File: config.mk
export PLATFORM = sky130hd
export DESIGN_NAME = fir_mac_seq
export DESIGN_NICKNAME = d
export VERILOG_FILES = /design/src/rtl/fir_mac_seq.sv
export SDC_FILE = /design/constraint.sdc
export NUM_CORES = 1
export LEC_CHECK = 0
export ABC_AREA = 0
export BUFFER_PORTS_ARGS = -buffer_cell sky130_fd_sc_hd__buf_2
export CORE_MARGIN = 10
export CORE_UTILIZATION = 65
export DETAILED_ROUTE_END_ITERATION = 8
export GPL_ROUTABILITY_DRIVEN = 0
export PLACE_DENSITY_LB_ADDON = 0.25
export SLEW_MARGIN = 0
export SYNTH_ARGS = -nofsm -noshare
export SYNTH_HDL_FRONTEND = slang
export SYNTH_SLANG_ARGS = --single-unit
File: constraint.sdc
create_clock -name clk -period 19.6 [get_ports clk]
set_clock_uncertainty 0.2 [all_clocks]
set_input_delay 0.98 -clock clk [delete_from_list [all_inputs] [get_ports clk]]
set_output_delay 0.98 -clock clk [all_outputs]
set_load 0.05 [all_outputs]
File: src/rtl/fir_mac_seq.sv
// Sequential signed MAC over NUM_TAPS sample/coef pairs, one product per cycle; optional MAC_ROUND_EN rounding.
// Result valid NUM_TAPS cycles after accept; held in DONE until outReady, input blocked until back in IDLE.
module fir_mac_seq #(
   parameter int DATA_WIDTH = 16,
   parameter int NUM_TAPS   = 8,
   parameter int ACC_WIDTH  = 2*DATA_WIDTH+$clog2(NUM_TAPS),
   parameter int OUT_WIDTH  = 32,
   parameter int OUT_SHIFT  = 0
) (
   input  logic                           clk,
   input  logic                           rstN,
   input  logic [DATA_WIDTH*NUM_TAPS-1:0] pDataIn,
   input  logic [DATA_WIDTH*NUM_TAPS-1:0] coefs,
   input  logic                           inValid,
   output logic                           inReady,
   output logic [OUT_WIDTH-1:0]           macResult,
   output logic                           satFlag,
   output logic                           outValid,
   input  logic                           outReady
);

   localparam int IDX_W = $clog2(NUM_TAPS);
   localparam int AW1   = ACC_WIDTH + 1;
   localparam int SW    = (AW1 > OUT_WIDTH) ? AW1 : OUT_WIDTH;
   localparam logic [SW-1:0] ONE_W = SW'(1);
   localparam logic signed [SW-1:0] MAX_POS = signed'((ONE_W << (OUT_WIDTH-1)) - ONE_W);
   localparam logic signed [SW-1:0] MIN_NEG = ~MAX_POS;

`ifdef MAC_ROUND_EN
   localparam bit ROUND = (OUT_SHIFT > 0);
`else
   localparam bit ROUND = 1'b0;
`endif

   typedef enum logic [1:0] {IDLE, MAC, DONE} state_t;

   state_t                        state;
   logic signed [DATA_WIDTH-1:0]  samp_q [NUM_TAPS];
   logic signed [DATA_WIDTH-1:0]  coef_q [NUM_TAPS];
   logic signed [ACC_WIDTH-1:0]   acc;
   logic [IDX_W-1:0]              idx;
   logic signed [2*DATA_WIDTH-1:0] prod;
   logic signed [ACC_WIDTH-1:0]   acc_sum;
   logic signed [AW1-1:0]         shifted;
   logic signed [SW-1:0]          shifted_w;
   logic [OUT_WIDTH-1:0]          res_d;
   logic                          sat_d;

   assign prod    = samp_q[idx] * coef_q[idx];
   assign acc_sum = acc + ACC_WIDTH'(prod);

   // One extra bit of headroom so the rounding bias can never wrap the sum
   generate
      if (ROUND) begin : g_round
         localparam logic signed [AW1-1:0] RND_BIAS = AW1'(1) << (OUT_SHIFT-1);
         logic signed [AW1-1:0] biased;
         assign biased  = AW1'(acc_sum) + RND_BIAS;
         assign shifted = biased >>> OUT_SHIFT;
      end else begin : g_trunc
         assign shifted = AW1'(acc_sum) >>> OUT_SHIFT;
      end
   endgenerate

   assign shifted_w = SW'(shifted);

   always_comb begin
      sat_d = 1'b0;
      res_d = shifted_w[OUT_WIDTH-1:0];
      if (shifted_w > MAX_POS) begin
         sat_d = 1'b1;
         res_d = MAX_POS[OUT_WIDTH-1:0];
      end else if (shifted_w < MIN_NEG) begin
         sat_d = 1'b1;
         res_d = MIN_NEG[OUT_WIDTH-1:0];
      end
   end

   always_ff @(posedge clk or negedge rstN) begin
      if (!rstN) begin
         state     <= IDLE;
         inReady   <= 1'b0;
         outValid  <= 1'b0;
         macResult <= '0;
         satFlag   <= 1'b0;
         acc       <= '0;
         idx       <= '0;
         for (int i = 0; i < NUM_TAPS; i++) begin
            samp_q[i] <= '0;
            coef_q[i] <= '0;
         end
      end else begin
         case (state)
            IDLE: begin
               if (inReady && inValid) begin
                  for (int i = 0; i < NUM_TAPS; i++) begin
                     samp_q[i] <= pDataIn[i*DATA_WIDTH +: DATA_WIDTH];
                     coef_q[i] <= coefs[i*DATA_WIDTH +: DATA_WIDTH];
                  end
                  acc     <= '0;
                  idx     <= '0;
                  inReady <= 1'b0;
                  state   <= MAC;
               end else begin
                  inReady <= 1'b1;
               end
            end
            MAC: begin
               acc <= acc_sum;
               idx <= idx + 1'b1;
               if (idx == IDX_W'(NUM_TAPS-1)) begin
                  macResult <= res_d;
                  satFlag   <= sat_d;
                  outValid  <= 1'b1;
                  state     <= DONE;
               end
            end
            DONE: begin
               if (outReady) begin
                  outValid <= 1'b0;
                  inReady  <= 1'b1;
                  state    <= IDLE;
               end
            end
            default: state <= IDLE;
         endcase
      end
   end

endmodule

==> flow_summary.ini, run 1 <==
[detailed_routing]
drtAntennaViolNets = 0
dr.first_iter.drc_count = 2133
routed_wl_um = 71790
drc_errors = 0
via_per_inst = 5.781
dr.pass1.iters = 8
via_count = 20440
wire_per_inst_um = 20.30

[clocking]
cts_sinks = 331
cts_buffer_depth = 3
post-cts-setup-buffer-count = 0
ctsHoldBuffers = 0
clk_latency_ns = 0.57
cts_resized = 0
cts_tree = built
numCtsBuffers = 36
cts_root_buffer = clkbuf_16
clkSlewWorstSetupHoldPaths_ns = 0.06
h-tree-depth = 2

[synthesis]
syn_avg_cell_area_um2 = 9.349
synth_edf_count = 0
synth-seq-cells = 331
ys_warn_count = 0
synth-seq-area-share_pct = 32.09
async_flop_share_pct = 100.0
yosys.cell_types.count = 59
syn_nets = 3437
netlist_area_mm2 = 0.02581
synth_cells = 2761
synth_flop_cell = dfrtp_1

[critical_path]
critPathMaxFanout = 38
startpoint_type = flip-flop
endpoint_kind = flip-flop
crit_type = flip-flop to flip-flop
crit_arrival_ns = 10.30
cp.required_ns = 19.81

[timing]
fin_crit_sh_pct = 51.48
setup_ws_ns = 9.511
relSlewSlack_pct = 21.71
worstMarginPinSlew_ns = 1.142
hold_violations = 0
finalCriticalPeriod_ns = 10.09
slew_viol_final = 0
hold_slack_ns = 0.2748
finalSetupViolCount = 0
max_freq_mhz = 99.11
grt_setup_unrepaired = no
fin_tns_setup_ns = 0

[final_layout]
fin_area_mm2 = 0.02887
fillers = 2758
drive_above_1_share_pct = 15.74
area_growth_pct = 11.85
nets = 3667

[global_routing]
overflow = 0
grt_pass1_wl_um = 115200
grt.total_usage_pct = 30.45
grt_max_degree = 242
antenna_found_initial = 2
grt_pass1_vias = 21490

[placement]
dpl_worst_slack_ns = 9.623
place_area_mm2 = 0.02766
place_hpwl_um = 55370
portBuffers = 294

[hold_path]
hp-class = flip-flop to flip-flop

[run]
maxCapViolCount = 0

[floorplanning]
die_y_um = 219.3
core_mm2 = 0.03892
start_util_pct = 66.33
die_area_mm2 = 0.04808
core.rowCount = 72
die_w_um = 219.3
boundaryPins = 295

[status]
status = finished, final reports clean
## cell usage after synthesis, types with 2 or more instances
| master | n | share of area (%) |
|---|---|---|
| a2111oi_0 | 2 | 0.068 |
| a211oi_1 | 4 | 0.12 |
| a21boi_0 | 2 | 0.058 |
| a21o_1 | 6 | 0.17 |
| a21oi_1 | 43 | 0.83 |
| a221o_1 | 5 | 0.19 |
| a22o_1 | 21 | 0.71 |
| a31oi_1 | 5 | 0.12 |
| and2_1 | 7 | 0.17 |
| and3_1 | 2 | 0.048 |
| buf_1 | 12 | 0.17 |
| buf_2 | 3 | 0.058 |
| buf_6 | 3 | 0.13 |
| clkbuf_1 | 103 | 1.5 |
| dfrtp_1 | 331 | 32 |
| fa_1 | 310 | 24 |
| ha_1 | 106 | 5.1 |
| inv_1 | 373 | 5.4 |
| mux2_2 | 23 | 1.0 |
| mux2i_1 | 25 | 0.97 |
| mux4_2 | 64 | 5.6 |
| nand2_1 | 934 | 14 |
| nand2b_1 | 6 | 0.15 |
| nand3_1 | 40 | 0.78 |
| nand3b_1 | 2 | 0.058 |
| nand4_1 | 3 | 0.073 |
| nand4b_1 | 2 | 0.068 |
| nor2_1 | 151 | 2.2 |
| nor2b_1 | 4 | 0.097 |
| nor3_1 | 3 | 0.058 |
| nor3_2 | 2 | 0.078 |
| o211ai_1 | 5 | 0.15 |
| o21a_1 | 4 | 0.12 |
| o21ai_0 | 84 | 1.6 |
| o21ai_1 | 3 | 0.058 |
| o21bai_1 | 8 | 0.23 |
| o311ai_1 | 2 | 0.068 |
| or2_2 | 3 | 0.073 |
| or4_1 | 2 | 0.058 |
| xnor2_1 | 19 | 0.64 |
| xor2_1 | 16 | 0.54 |
## flip-flops by register name, indices dropped and copies added, names as in the netlist
signal	count
acc	35
coef_q	128
idx	3
inReady	1
macResult	32
outValid	1
samp_q	128
satFlag	1
state	2
## through the flow
step,instances,util [%]
after floorplan,2761,-
after global placement,3471,71.07
after detailed placement,3471,71.07
after CTS,3535,74.18
after global routing,3536,74.19
final,3536,74.19
## per-layer routing
metal | GRT usage [%] | vias to the layer above | part of all wire [%]
met5 | 0 | - | 0
met4 | 8.550 | 0 | 2.8
met3 | 7.455 | 173 | 10
met2 | 47.89 | 1114 | 47
met1 | 41.72 | 10120 | 40
li1 | - | 9035 | -
## logic make-up after synthesis
logic type	synth area share, %
mux	7.644
simple gates	17.75
xor+xnor	1.188
flops	32.09
buf+inv	7.285
fa+ha+maj	29.18
compound gates	4.862
## critical path, cell delays in order, from the launching register on
cell,delay (ns)
dfrtp_4,0.81
buf_4,0.73
mux4_2,0.60
mux2i_1,0.72
nor2_1,0.16
fa_1,0.57
inv_1,0.05
fa_1,0.46
fa_1,0.56
inv_1,0.07
fa_1,0.50
fa_1,0.49
inv_1,0.05
fa_1,0.48
inv_1,0.05
ha_1,0.36
nand3_1,0.15
or2_2,0.37
nand4bb_1,0.30
a211oi_1,0.43
or4_1,0.18
o311ai_1,0.14
nor3_2,0.97
a21oi_1,0.18
nand3_1,0.21
o211ai_1,0.12
## area by class of cell
class | instances | area (um^2) | share of cell area (%)
Inverter | 373 | 1400 | 4.849
Tap cell | 518 | 648.1 | 2.245
Clock inverter | 12 | 157.7 | 0.5460
Timing Repair Buffer | 313 | 1649 | 5.712
Clock buffer | 52 | 1052 | 3.645
Antenna cell | 1 | 2.502 | 0.008667
Sequential cell | 331 | 8289 | 28.71
Multi-Input combinational cell | 1936 | 15670 | 54.28
## placed cells by master (no fill, tap or decap), types with 6 or more instances in the layout
cell and instances:
mux2_2 23, inv_1 373, nand2_1 934, fa_1 310, a21oi_1 43, a22o_1 21
clkbuf_8 7, buf_4 17, a21o_1 6, dfrtp_1 328, ha_1 106, and2_1 7
xnor2_1 19, o21ai_0 84, nand3_1 39, clkbuf_1 8, xor2_1 16, mux2i_1 25
nor2_1 151, clkbuf_16 37, o21bai_1 8, buf_2 293, mux4_2 64
## worst paths after layout
path	from	end	slack, ns	depth (start not counted)
hold reg to reg	macResult[31]	macResult[31]	0.27	2
min in group asynchronous	rstN	macResult[3]	0.36	1
setup reg to reg	idx[0]	macResult[5]	9.51	25
hold / removal	macResult[31]	macResult[31]	0.27	2
setup / recovery	idx[0]	macResult[5]	9.51	25
max in group asynchronous	rstN	idx[2]	17.14	2
Power of run 1 is left out: the tool's default activity adds up to more than one toggle a clock period on the data nets, which glitch-free logic cannot reach.
==> run 2: changes to the inputs <==
Settings changed: CORE_UTILIZATION 65 to 55.
Clock period 19.6 ns to 8.43 ns, I/O delays scaled along.
==> run 2 against run 1 <==
Maximum frequency up 23%. Non-clock buffer count up 318. Via count grew 8.9%. Critical path type unchanged. Largest cell class unchanged.
==> flow_summary.ini, run 2 (same netlist as run 1, synthesis figures left out) <==
[final_layout]
nets = 3988
utilization_pct = 70.16
largestRegisters = coef_q x128, samp_q x128, acc x35
drive_above_1_share_pct = 17.03
fin_cells = 3960
fillers = 3239
layout.cells.most_common = nand2_1
final_cell_mix = 933 x nand2_1, 372 x inv_1, 328 x dfrtp_1, 308 x fa_1, 293 x buf_2
area_growth_pct = 26.28

[placement]
portBuffers = 294
dp_cells = 3609
place_hpwl_um = 56990

[critical_path]
startpoint_type = flip-flop
critPathMaxFanout = 26
cp.required_ns = 8.67
crit_type = flip-flop to flip-flop
crit_arrival_ns = 8.45
regToRegSetupSlack_ns = 0.22
endpoint_kind = flip-flop

[floorplanning]
die_area_mm2 = 0.05600
core_mm2 = 0.04646
die_y_um = 236.6
boundaryPins = 295
core.rowCount = 79
start_util_pct = 55.56
die_w_um = 236.6

[clocking]
clkSlewWorstSetupHoldPaths_ns = 0.06
clk_latency_ns = 0.58
numCtsBuffers = 39
cts_sinks = 331
cts_tree = built
cts_buffer_depth = 3
cts_root_buffer = clkbuf_16
h-tree-depth = 2

[global_routing]
grt_pass1_wl_um = 132000
grt.total_usage_pct = 29.54
antenna_found_initial = 10
grt_max_degree = 206
overflow = 0
grt_pass1_vias = 24060

[detailed_routing]
via_count = 22270
routed_wl_um = 82990
wire_per_inst_um = 20.96
dr.pass1.iters = 6
via_per_inst = 5.624
dr.first_iter.drc_count = 2208
drc_errors = 0
drtAntennaViolNets = 0

[timing]
finalSetupViolCount = 0
hold_slack_ns = 0.2531
finalCriticalPeriod_ns = 8.214
hold_violations = 0
max_freq_mhz = 121.7
worstMarginPinSlew_ns = 1.142
fin_crit_sh_pct = 97.44
relSlewSlack_pct = 23.86
slew_viol_final = 0

[hold_path]
hp-class = input port to async pin

[status]
status = finished, final reports clean

[run]
maxCapViolCount = 0
==> run 2: cell types whose count changed in the layout (fill, tap and decap cells not counted), moves of 6 or more <==
cell and delta:
dlygate4sd3_1 +258, buf_4 +46, diode_2 +10, buf_12 +8, a21oi_1 -6, a21oi_2 +6
==> run 2: final cells by class <==
class	instances	area (um^2)	area share [%]
inverter	373	1400	4.295
sequential	331	8289	25.43
timing repair buffer	631	4865	14.92
multi-input combinational	1936	15810	48.50
clock inverter	17	324.1	0.9942
tap	607	759.5	2.330
antenna	11	27.53	0.08445
clock buffer	54	1122	3.443
==> run 2: worst max-delay path: stages, from the launching register on <==
cell	delay, ns
dfrtp_4	0.53
buf_12	0.13
clkbuf_16	0.17
mux4_2	0.53
mux2_2	0.46
nand2_1	0.15
fa_1	0.45
fa_1	0.55
inv_1	0.05
fa_1	0.53
fa_1	0.47
fa_1	0.50
inv_1	0.05
fa_1	0.47
inv_1	0.04
ha_1	0.36
nand3_1	0.14
or2_2	0.36
nor4_1	0.45
or4_4	0.22
and4_4	0.22
or3_4	0.14
and2_1	0.17
buf_12	0.17
a21oi_4	0.07
buf_12	0.17
a221o_1	0.30
==> run 2: repair_timing <==
action / CTS / global route
hold buffers: 258 / 0
resized for setup: 0 / 38
setup buffers: 0 / 9
endpoints found under the hold margin: 350 / 0
endpoints found under the setup margin: 0 / 32
==> run 2: per-stage QoR <==
step                      area (um^2)  worst slack (ns)  TNS, ns
after floorplan                 25820           0.03854        0
after global placement          28250            0.2965        0
after detailed placement        28250           0.09610        0
after CTS                       32280           0.06476        0
after global routing            32590          -0.07697  -0.8771
final                           32600            0.2158        0
==> run 2: path summary, 6_finish.rpt <==
kind / from / cells after the start / to
worst max register to register: idx[0] / 26 / macResult[1]
max in group asynchronous: rstN / 3 / idx[0]
worst min-delay path: rstN / 2 / coef_q[40]
worst max-delay path: idx[0] / 26 / macResult[1]
worst min register to register: coef_q[65] / 2 / coef_q[65]
min in group clk: coef_q[65] / 2 / coef_q[65]
==> run 2: routing by layer <==
layer  vias up  wire [um]  global-route usage (%)
li1       9683          -                       -
met1     10970      32430                   37.34
met2      1275      38440                   46.73
met3       339       7711                   7.919
met4         0       4408                   13.90
met5         -          0                       0
Power of run 2 is left out for the same reason.
